===== src/rtl/avg_drain.sv =====
// Captures the moving-average sum once per 64-cycle frame, divides by four and queues the result.
// Optional AVG_ROUND_EN macro selects round-half-up instead of truncation.
module avg_drain #(
  parameter int CAPTURE_PHASE = 4,
  parameter int WARMUP_FRAMES = 4,
  parameter int DEPTH         = 4
) (
  input  logic        clk,
  input  logic        reset,
  input  logic [63:0] sum_in,
  output logic [63:0] avg_out,
  output logic        avg_valid,
  input  logic        avg_ready,
  output logic [4:0]  fill,
  output logic        overflow
);

  localparam int AW = (DEPTH > 1) ? $clog2(DEPTH) : 1;

  logic [5:0]             frame_q, frame_d;
  logic [2:0]             warm_q, warm_d;
  logic [AW-1:0]          wptr_q, wptr_d;
  logic [AW-1:0]          rptr_q, rptr_d;
  logic [4:0]             fill_q, fill_d;
  logic                   ovf_q, ovf_d;
  logic [DEPTH-1:0][63:0] mem_q;

  logic        capture, warm_done, push_req, full, empty, pop, push, drop;
  logic [63:0] push_val;

`ifdef AVG_ROUND_EN
  // 66-bit sum so the +2 carry out of an all-ones word is not lost
  assign push_val = 64'(({2'b00, sum_in} + 66'd2) >> 2);
`else
  assign push_val = sum_in >> 2;
`endif

  assign capture   = (frame_q == 6'(CAPTURE_PHASE));
  assign warm_done = (warm_q >= 3'(WARMUP_FRAMES));
  assign push_req  = capture && warm_done;
  assign full      = (fill_q == 5'(DEPTH));
  assign empty     = (fill_q == 5'd0);
  assign pop       = !empty && avg_ready;
  // A pop on the same edge frees the slot, so a full FIFO still accepts the push
  assign push      = push_req && (!full || pop);
  assign drop      = push_req && full && !pop;

  always_comb begin
    frame_d = frame_q + 6'd1;
    warm_d  = warm_q;
    wptr_d  = wptr_q;
    rptr_d  = rptr_q;
    fill_d  = fill_q;
    ovf_d   = ovf_q || drop;
    if (capture && !warm_done) warm_d = warm_q + 3'd1;
    if (push) wptr_d = wptr_q + 1'b1;
    if (pop)  rptr_d = rptr_q + 1'b1;
    case ({push, pop})
      2'b10:   fill_d = fill_q + 5'd1;
      2'b01:   fill_d = fill_q - 5'd1;
      default: fill_d = fill_q;
    endcase
  end

  always_ff @(posedge clk) begin
    if (reset) begin
      frame_q <= '0;
      warm_q  <= '0;
      wptr_q  <= '0;
      rptr_q  <= '0;
      fill_q  <= '0;
      ovf_q   <= 1'b0;
    end else begin
      frame_q <= frame_d;
      warm_q  <= warm_d;
      wptr_q  <= wptr_d;
      rptr_q  <= rptr_d;
      fill_q  <= fill_d;
      ovf_q   <= ovf_d;
    end
  end

  // Storage is not reset; stale entries are unreachable once fill is cleared
  always_ff @(posedge clk) begin
    if (!reset && push) mem_q[wptr_q] <= push_val;
  end

  assign avg_valid = !empty;
  assign avg_out   = empty ? 64'h0 : mem_q[rptr_q];
  assign fill      = fill_q;
  assign overflow  = ovf_q;

endmodule


===== config.mk =====
export PLATFORM = sky130hd
export DESIGN_NAME = avg_drain
export DESIGN_NICKNAME = d
export VERILOG_FILES = /design/src/rtl/avg_drain.sv
export SDC_FILE = /design/constraint.sdc
export NUM_CORES = 1
export LEC_CHECK = 0
export ABC_AREA = 1
export CORE_MARGIN = 8
export CORE_UTILIZATION = 30
export CTS_CLUSTER_DIAMETER = 30
export CTS_CLUSTER_SIZE = 28
export DETAILED_ROUTE_END_ITERATION = 8
export PLACE_DENSITY = 0.5
export SLEW_MARGIN = 30
export SYNTH_ARGS = -nofsm -noshare
export SYNTH_HDL_FRONTEND = slang
export SYNTH_SLANG_ARGS = --single-unit

===== constraint.sdc =====
create_clock -name clk -period 4.9 [get_ports clk]
set_input_delay 0.735 -clock clk [delete_from_list [all_inputs] [get_ports clk]]
set_output_delay 0.735 -clock clk [all_outputs]
set_load 0.01 [all_outputs]

Word level (Yosys, flattened, before mapping)

Index checks and enable logic that the tools add are counted.

Register bits after elaboration: 275
Output and inout bits: 71
Logic and storage cells: 48

$add $sub $neg: 6
Magnitude comparators: 4
Eq/ne operators: 4
Muxes and demuxes: 7
Reduce and logical (&&, ||, !) cells: 17

Operator list:

| cell                                                                          | number |
|---|---|
| 256-bit bitwise mux                                                           | 1 |
| 64-bit two-way mux                                                            | 3 |
| 64-bit binary-select mux with 2-bit select                                    | 1 |
| 64-bit demux with 2-bit select                                                | 1 |
| 5-bit case mux with 2 select lines                                            | 1 |
| 1-bit logical AND                                                             | 8 |
| 6-bit by 1-bit adder with 6-bit output (second input constant)                | 1 |
| 6-bit by 3-bit == test with 1-bit output (second input constant)              | 1 |
| 2-bit by 3-bit less-than comparator with 1-bit output (second input constant) | 2 |
| 5-bit by 1-bit adder with 5-bit output (second input constant)                | 1 |
| 5-bit by 3-bit == test with 1-bit output (second input constant)              | 1 |
| 1-bit zero test                                                               | 5 |
| 5-bit zero test                                                               | 1 |
| 5-bit by 1-bit subtractor with 5-bit output (second input constant)           | 1 |
| 2-bit by 1-bit adder with 2-bit output (second input constant)                | 2 |
| 3-bit by 1-bit adder with 3-bit output (second input constant)                | 1 |
| 3-bit >= comparator (second input constant)                                   | 1 |
| 2-bit by 1-bit == test with 1-bit output (second input constant)              | 1 |
| 2-bit == test (second input constant)                                         | 1 |
| 2-bit by 1-bit >= comparator with 1-bit output (second input constant)        | 1 |
| 1-bit logical OR                                                              | 2 |
| 2-bit nonzero test                                                            | 1 |

Logic depth before layout (Yosys ltp)

Gate-level depths: netlist of the first run.

Depth after elaboration: 7
Depth in mapped cells: 18
Mapped depth without buffers: 18

Worst setup path after synthesis of the first run

No wires, ideal clock.

Path type: in2reg
Start: input port avg_ready
End: register mem_q[0] in the netlist's numbering, enable pin
Setup time: 0.482 ns
Arrival: 3.653 ns
Setup slack: 0.765 ns
Stages on the path: 4
Cell sequence: nor2_1 -> nand3_1 -> nand3_1 -> nor2_1

Longest elaborated chain between the ends: 4

Ends and longest elaborated chain:

| item                            | line | source |
|---|---|---|
| from (decl)                     | 13   | `input logic avg_ready,` |
| 1-bit logical AND               | 43   | `assign pop = !empty && avg_ready;` |
| 1-bit logical OR                | 45   | `assign push = push_req && (!full \|\| pop);` |
| 1-bit logical AND               | 45   |  |
| 1-bit logical AND               | 85   | `if (!reset && push) mem_q[wptr_q] <= push_val;` |
| to (signal, indexed assignment) | 85   |  |
| to (decl)                       | 26   | `logic [DEPTH-1:0][63:0] mem_q;` |

No other way between the ends.
A chain may end at the register's enable or synchronous reset.

Worst setup path in the final report of the first run

Start: register rptr_q[0]
End: output port avg_out[60]

Longest elaborated chain between the ends: 3

Ends and longest elaborated chain:

| item                                       | line | source |
|---|---|---|
| from (decl)                                | 23   | `logic [AW-1:0] rptr_q, rptr_d;` |
| from (signal assigned)                     | 77   | `rptr_q <= rptr_d;` |
| 64-bit binary-select mux with 2-bit select | 89   | `assign avg_out = empty ? 64'h0 : mem_q[rptr_q];` |
| 64-bit two-way mux (not written as such)   | 89   |  |
| 64-bit two-way mux                         | 89   |  |
| to (decl)                                  | 11   | `output logic [63:0] avg_out,` |

No other way between the ends. The select of a mux whose other input is x is not followed.

==> summary.md, run 1 <==
| Metric | Value |
|---|---|
| Top-area cell type share of the netlist area | `69.9%` |
| CTS tree | `built` |
| Layout net count | `1123` |
| Commonest non-fill, non-tap cell in the layout | `nor2_1` |
| Post-cts resize count | `0` |
| Period utilisation layout | `77.3%` |
| Row cnt | `69` |
| Worst setup EP type | `primary output` |
| Placed cell count | `1445` |
| Remaining antenna violation count | `0` |
| Pin count of the biggest net entering global routing | `101` |
| Clock Sinks | `267` |
| Initial Util | `30.2%` |
| Syn Area/Cell | `12.1 sq um` |
| Post-synth top area cell | `edfxtp_1` |
| Final Skew | `0.0270 ns` |
| Distinct cells, synth | `25` |
| Minimum hold slack | `0.454 ns` |
| TNS Setup | `0 ns` |
| Io pins | `138` |
| Final wirelength | `25400 um` |
| Register-to-Register Path Depth | `17` |
| CTS Hold Bufs | `0` |
| TritonCTS buffer count | `59` |
| #FFs+latches synth | `267` |
| Via count | `6958` |
| CP Launch Type | `register` |
| Gr ovfl total | `0` |
| RSZ-0062 raised after global routing | `false` |
| Final GP Congestion | `0.710` |
| CTS root buffer | `clkbuf_16` |
| Mapped cell area | `0.0107 sq mm` |
| Peak Freq | `264 MHz` |
| Area Overhead vs Synth | `35.9%` |
| Status | `completed` |
| Clk Latency, worst-skew pair | `0.56 ns` |
| Classification of the worst setup path | `reg2out` |
| Final hold violation count | `0` |
| Core box area | `0.0353 sq mm` |
| Port bufs | `133` |
| Die Width | `204 um` |
| Final Max Slew Viols | `0` |
| Worst Hold End | `frame_q[5]` |
| P_leak | `5.04 nW` |
| First-pass DRT Iterations | `4` |
| CP Max Fanout | `80` |
| Setup Fix Bufs, Post-CTS | `0` |
| Cell depth of the worst hold path | `1` |
| Vias in the first global route | `7184` |
| Drt via density | `4.48` |
| Seq/Total Area, Yosys | `73.5%` |
| Fill cells | `3314` |
| DRC errors left | `0` |
| Syn Inst Count | `884` |
| Register-to-Register Setup Slack | `2.46 ns` |
| Clk slew on worst S/H paths | `0.05 ns` |
| Setup Viol. Count Final | `0` |
| Max Cap Viol | `0` |
| Min-delay src | `frame_q[5]` |
| Worst Tran Pin Value | `0.908 ns` |
| FF-to-FF End | `fill[4]` |
| WL/cell | `16.4 um` |
| Die Footprint | `0.0418 sq mm` |
| Synthesis Warnings | `0` |
| Min Tclk post-route | `3.79 ns` |
| Crit path DAT | `3.05 ns` |
| First-pass GRT wire length | `40000 um` |
| Non-filler cells, final | `1554` |
| Tot GR Track Use | `12.2%` |
| Post-DP HPWL | `13900 um` |
| Peak supply drop | `0.000395 V` |
| Worst slew margin | `39.5%` |
| Maximum clock path buffer count | `3` |
| R2r startpoint | `frame_q[0]` |
| Pwr Density | `644 mW/mm^2` |
| Most frequent cells in the layout | `nor2_1 (269), edfxtp_1 (248), clkdlybuf4s50_1 (133)` |
| H-tree levels | `2` |
| Required @ worst endpoint | `4.16 ns` |
| Layout cells sized above 1 | `10.6%` |
| Initial antenna violation count | `1` |
| Synth area leaders | `edfxtp_1 (70%), nor2_1 (9.6%), o21ai_0 (3.9%)` |
| Diode count | `0` |
| Initial DRC Count | `250` |
| HP Class | `reg2reg` |
| Die Span Y | `204 um` |
==> metrics by stage <==
step                      setup WS, ns  utilization [%]  power [mW]  instance area, sq um
final                             1.11             41.0        9.33                 14500
after global routing             0.907             41.0        9.82                 14500
after CTS                         1.02             41.0        9.49                 14500
after detailed placement          1.58             35.2        5.48                 12400
after global placement            1.43             35.2        5.49                 12400
after floorplan                  0.765                -        4.03                 10700
==> synthesized netlist by cell type (all sizes together) <==
| master | instances |
|---|---|
| conb | 1 |
| ha | 11 |
| nor3 | 2 |
| nand4 | 2 |
| a21oi | 72 |
| nand3 | 13 |
| xnor2 | 2 |
| buf | 37 |
| nand2 | 24 |
| nor2 | 274 |
| inv | 32 |
| xor2 | 2 |
| edfxtp | 248 |
| dfxtp | 19 |
| o21ai | 133 |
| clkbuf | 12 |
==> layer usage <==
| layer | wire [um] | vias up | global-route usage, % |
|---|---|---|---|
| met1 | 11100 | 3318 | 14.8 |
| met3 | 1330 | 45 | 3.28 |
| met4 | 507 | 2 | 4.32 |
| met5 | 13 | - | 0 |
| met2 | 12500 | 160 | 20.6 |
| li1 | - | 3433 | - |
==> layout make-up <==
type / count / area, sq um / area share [%]
repair buffers: 148 / 1460 / 10.1
multi-input cells: 537 / 2450 / 16.9
well taps: 461 / 577 / 3.98
clock buffers: 71 / 1570 / 10.9
inverters: 32 / 123 / 0.847
flip-flops and latches: 267 / 7830 / 54.1
clock inverters: 38 / 460 / 3.18
==> power by group <==
group          internal [mW]  switching (mW)  leakage (nW)
logic                   1.24            1.54          1.68
registers               2.53          0.0623          2.38
clock network           2.78            1.17         0.971
==> worst max path at each step <==
stage                     startpoint     endpoint  slack [ns]
final                      rptr_q[0]  avg_out[60]        1.11
after global routing       rptr_q[0]  avg_out[47]        0.91
after CTS                  rptr_q[0]  avg_out[48]        1.02
after detailed placement       reset   mem_q[108]        1.58
after global placement     rptr_q[0]  avg_out[18]        1.43
after floorplan            avg_ready     mem_q[0]        0.76
==> logic make-up (layout without fill, tap and decap cells) <==
kind of cell | count (synthesis) | after routing | synth area share (%)
compound gates | 205 | 205 | 9.63
other cells | 1 | 2 | 0.0352
fa+ha+maj | 11 | 11 | 1.29
xor+xnor | 4 | 4 | 0.329
buf+inv | 81 | 289 | 3.85
simple gates | 315 | 315 | 11.4
flops | 267 | 267 | 73.5
==> sequential cells by signal, summed over array words and instances, names as in the netlist <==
signal and cells:
wptr_q 2, rptr_q 2, warm_q 3, mem_q 248, fill 5, frame_q 6
overflow 1
==> critical path, stage by stage, from the launching register on <==
cell and delay, ns:
dfxtp_4 0.44, inv_4 0.58, buf_4 0.40, o21ai_0 0.13, a21oi_1 0.24, clkdlybuf4s50_1 0.58
(Power assumes the default switching activity.)
==> run 2: changes to the inputs <==
==> constraint.sdc (replaced) <==
create_clock -name clk -period 3.6 [get_ports clk]
set_input_delay 0.54 -clock clk [delete_from_list [all_inputs] [get_ports clk]]
set_output_delay 0.54 -clock clk [all_outputs]
set_load 0.01 [all_outputs]
==> run 2 against run 1 <==
First-iteration DRC count grew 8.4%. Global-route usage hardly changed. Power grew 36%. Clock power is 35% higher. Via count barely moved. Flip-flop and latch count unchanged. Critical path depth increased by 1. Worst hold slack better by 0.0036 ns. Die area stayed put. Design area is 1.2% higher. Utilization is 0.51 points higher.
==> summary.md, run 2 (synthesized netlist as in run 1, its figures left out) <==
| Metric | Value |
|---|---|
| Worst slew margin | `50.9% (was 39.5%)` |
| Drt via density | `4.45 (was 4.48)` |
| GR Layer Usage met1 | `14.8% (about the same)` |
| TritonCTS buffer count | `60 (was 59)` |
| Post-cts resize count | `0 (unchanged)` |
| Clk slew on worst S/H paths | `0.05 ns (about the same)` |
| Initial antenna violation count | `0 (was 1)` |
| Critical Path Source | `rptr_q[0] (unchanged)` |
| Peak Freq | `313 MHz` |
| Post-DP HPWL | `14400 um (was 13900 um)` |
| Final Skew | `0.0208 ns (was 0.0270 ns)` |
| Worst setup EP type | `primary output (unchanged)` |
| Layout net count | `1128 (was 1123)` |
| Power share of the clock group | `42.0% (was 42.4%)` |
| Peak supply drop | `0.000471 V (was 0.000395 V)` |
| R2r startpoint | `frame_q[0] (unchanged)` |
| H-tree levels | `2 (unchanged)` |
| Crit path DAT | `2.66 ns (was 3.05 ns)` |
| Status | `completed (unchanged)` |
| Most frequent cells in the layout | `nor2_1 (269), edfxtp_1 (248), clkdlybuf4s50_1 (133) (unchanged)` |
| CTS tree | `built (unchanged)` |
| Pin count of the biggest net entering global routing | `126 (was 101)` |
| P_leak | `5.11 nW (was 5.04 nW)` |
| Setup Fix Bufs, Post-CTS | `0 (unchanged)` |
| Met2 Use GR | `20.6% (about the same)` |
| Pwr Density | `867 mW/mm^2 (was 644 mW/mm^2)` |
| Period utilisation layout | `88.8%` |
| Vias in the first global route | `7072 (was 7184)` |
| DRC errors left | `0 (unchanged)` |
| Initial DRC Count | `271 (was 250)` |
| CTS root buffer | `clkbuf_16 (unchanged)` |
| Final Max Slew Viols | `0 (unchanged)` |
| First-pass DRT Iterations | `5 (was 4)` |
| Remaining antenna violation count | `0 (unchanged)` |
| Max FFs per register | `248 (unchanged)` |
| RSZ-0062 raised after global routing | `false (unchanged)` |
| Row cnt | `69 (unchanged)` |
| Required @ worst endpoint | `3.06 ns (was 4.16 ns)` |
| Die Width | `204 um (unchanged)` |
| Tot GR Track Use | `12.2% (about the same)` |
| Commonest non-fill, non-tap cell in the layout | `nor2_1 (unchanged)` |
| Gr ovfl total | `0 (unchanged)` |
| Design area | `0.0147 sq mm (was 0.0145 sq mm)` |
| CP Launch Type | `register (unchanged)` |
| Die Footprint | `0.0418 sq mm (unchanged)` |
| Switching power total | `3.87 mW (was 2.77 mW)` |
| Classification of the worst setup path | `reg2out (unchanged)` |
| Core box area | `0.0353 sq mm (unchanged)` |
| Clock Sinks | `267 (unchanged)` |
| Final GP Congestion | `0.724 (was 0.710)` |
| CP Max Fanout | `125 (was 80)` |
| Min Tclk post-route | `3.20 ns` |
| Comb power frac | `30.5% (was 29.9%)` |
| Maximum clock path buffer count | `3 (unchanged)` |
| Global routing's busiest layer | `met2 (unchanged)` |
| Placed cell count | `1449 (was 1445)` |
| Max Cap Viol | `0 (unchanged)` |
| Dpl cell area | `0.0126 sq mm (was 0.0124 sq mm)` |
| Final wirelength | `25700 um (was 25400 um)` |
| Non-filler cells, final | `1561 (was 1554)` |
| Io pins | `138 (unchanged)` |
| Reg power frac | `27.5% (was 27.8%)` |
| First-pass GRT wire length | `39400 um (was 40000 um)` |
| Net Sw Frac | `30.5% (was 29.8%)` |
| Biggest register | `mem_q (unchanged)` |
| Fill cells | `3305 (was 3314)` |
| Min-delay src | `frame_q[5] (unchanged)` |
| Via count | `6953 (was 6958)` |
| CTS Hold Bufs | `0 (unchanged)` |
| Footprint of the multi-input gates | `0.00245 sq mm (unchanged)` |
| GR Layer Usage met3 | `3.34% (was 3.28%)` |
| WL/cell | `16.4 um (about the same)` |
| Initial Util | `30.2% (unchanged)` |
| Worst Tran Pin Value | `0.737 ns (was 0.908 ns)` |
| Layout cells sized above 1 | `12.2% (was 10.6%)` |
| FF+latch area | `0.00783 sq mm (unchanged)` |
| Port bufs | `133 (unchanged)` |
| Die Span Y | `204 um (unchanged)` |
| Clk Latency, worst-skew pair | `0.57 ns (was 0.56 ns)` |
| Area Overhead vs Synth | `37.6% (was 35.9%)` |
| Setup Viol. Count Final | `0 (unchanged)` |
| Pint | `8.84 mW (was 6.55 mW)` |
| Final hold violation count | `0 (unchanged)` |
| HP Class | `reg2reg (unchanged)` |
==> run 2: worst paths after layout <==
| path | end | slack, ns | cells past startpoint |
|---|---|---|---|
| hold / removal | frame_q[5] | 0.46 | 1 |
| setup reg to reg | fill[4] | 1.24 | 17 |
| hold reg to reg | frame_q[5] | 0.46 | 1 |
| setup / recovery | avg_out[21] | 0.40 | 6 |
==> run 2: worst max-delay path: stages, from the launching register on <==
cell and delay, ns:
dfxtp_4 0.36, buf_12 0.34, nor2_1 0.11, nor2_1 0.10, o21ai_0 0.08, a21oi_1 0.27
clkdlybuf4s50_1 0.59
==> run 2: area by class of cell <==
cell class	instances	area share, %
Clock buffer	66	10.5
Multi-Input combinational cell	537	16.7
Sequential cell	267	53.4
Antenna cell	1	0.0171
Clock inverter	45	3.44
Inverter	32	0.837
Timing Repair Buffer	152	11.1
Tap cell	461	3.94
==> run 2: stage by stage <==
step / hold WS (ns) / power [mW] / TNS, ns / utilization [%] / worst slack (ns)
CTS: 0.452 / 13.0 / 0 / 41.5 / 0.352
detailed placement: 0.446 / 7.53 / 0 / 35.7 / 0.868
global route: 0.491 / 13.4 / 0 / 41.5 / 0.247
floorplan: 0.423 / 5.49 / -115.21 / - / -0.465
global placement: 0.436 / 7.54 / 0 / 35.7 / 0.853
finish: 0.457 / 12.7 / 0 / 41.5 / 0.403
==> run 2: layer usage <==
layer	up-vias	routed length [um]
li1	3449	-
met1	3334	11400
met2	132	12400
met3	38	1370
met4	0	481
met5	-	0
==> run 2: power by group through the flow <==
stage | Sequential [mW] | Clock [mW] | Combinational, mW
2_1_floorplan | 3.54 | 0 | 1.95
4_1_cts | 3.49 | 5.46 | 4.01
5_1_grt | 3.49 | 5.60 | 4.28
3_5_place_dp | 3.55 | 0 | 3.98
6_report | 3.49 | 5.34 | 3.88
3_3_place_gp | 3.55 | 0 | 3.99
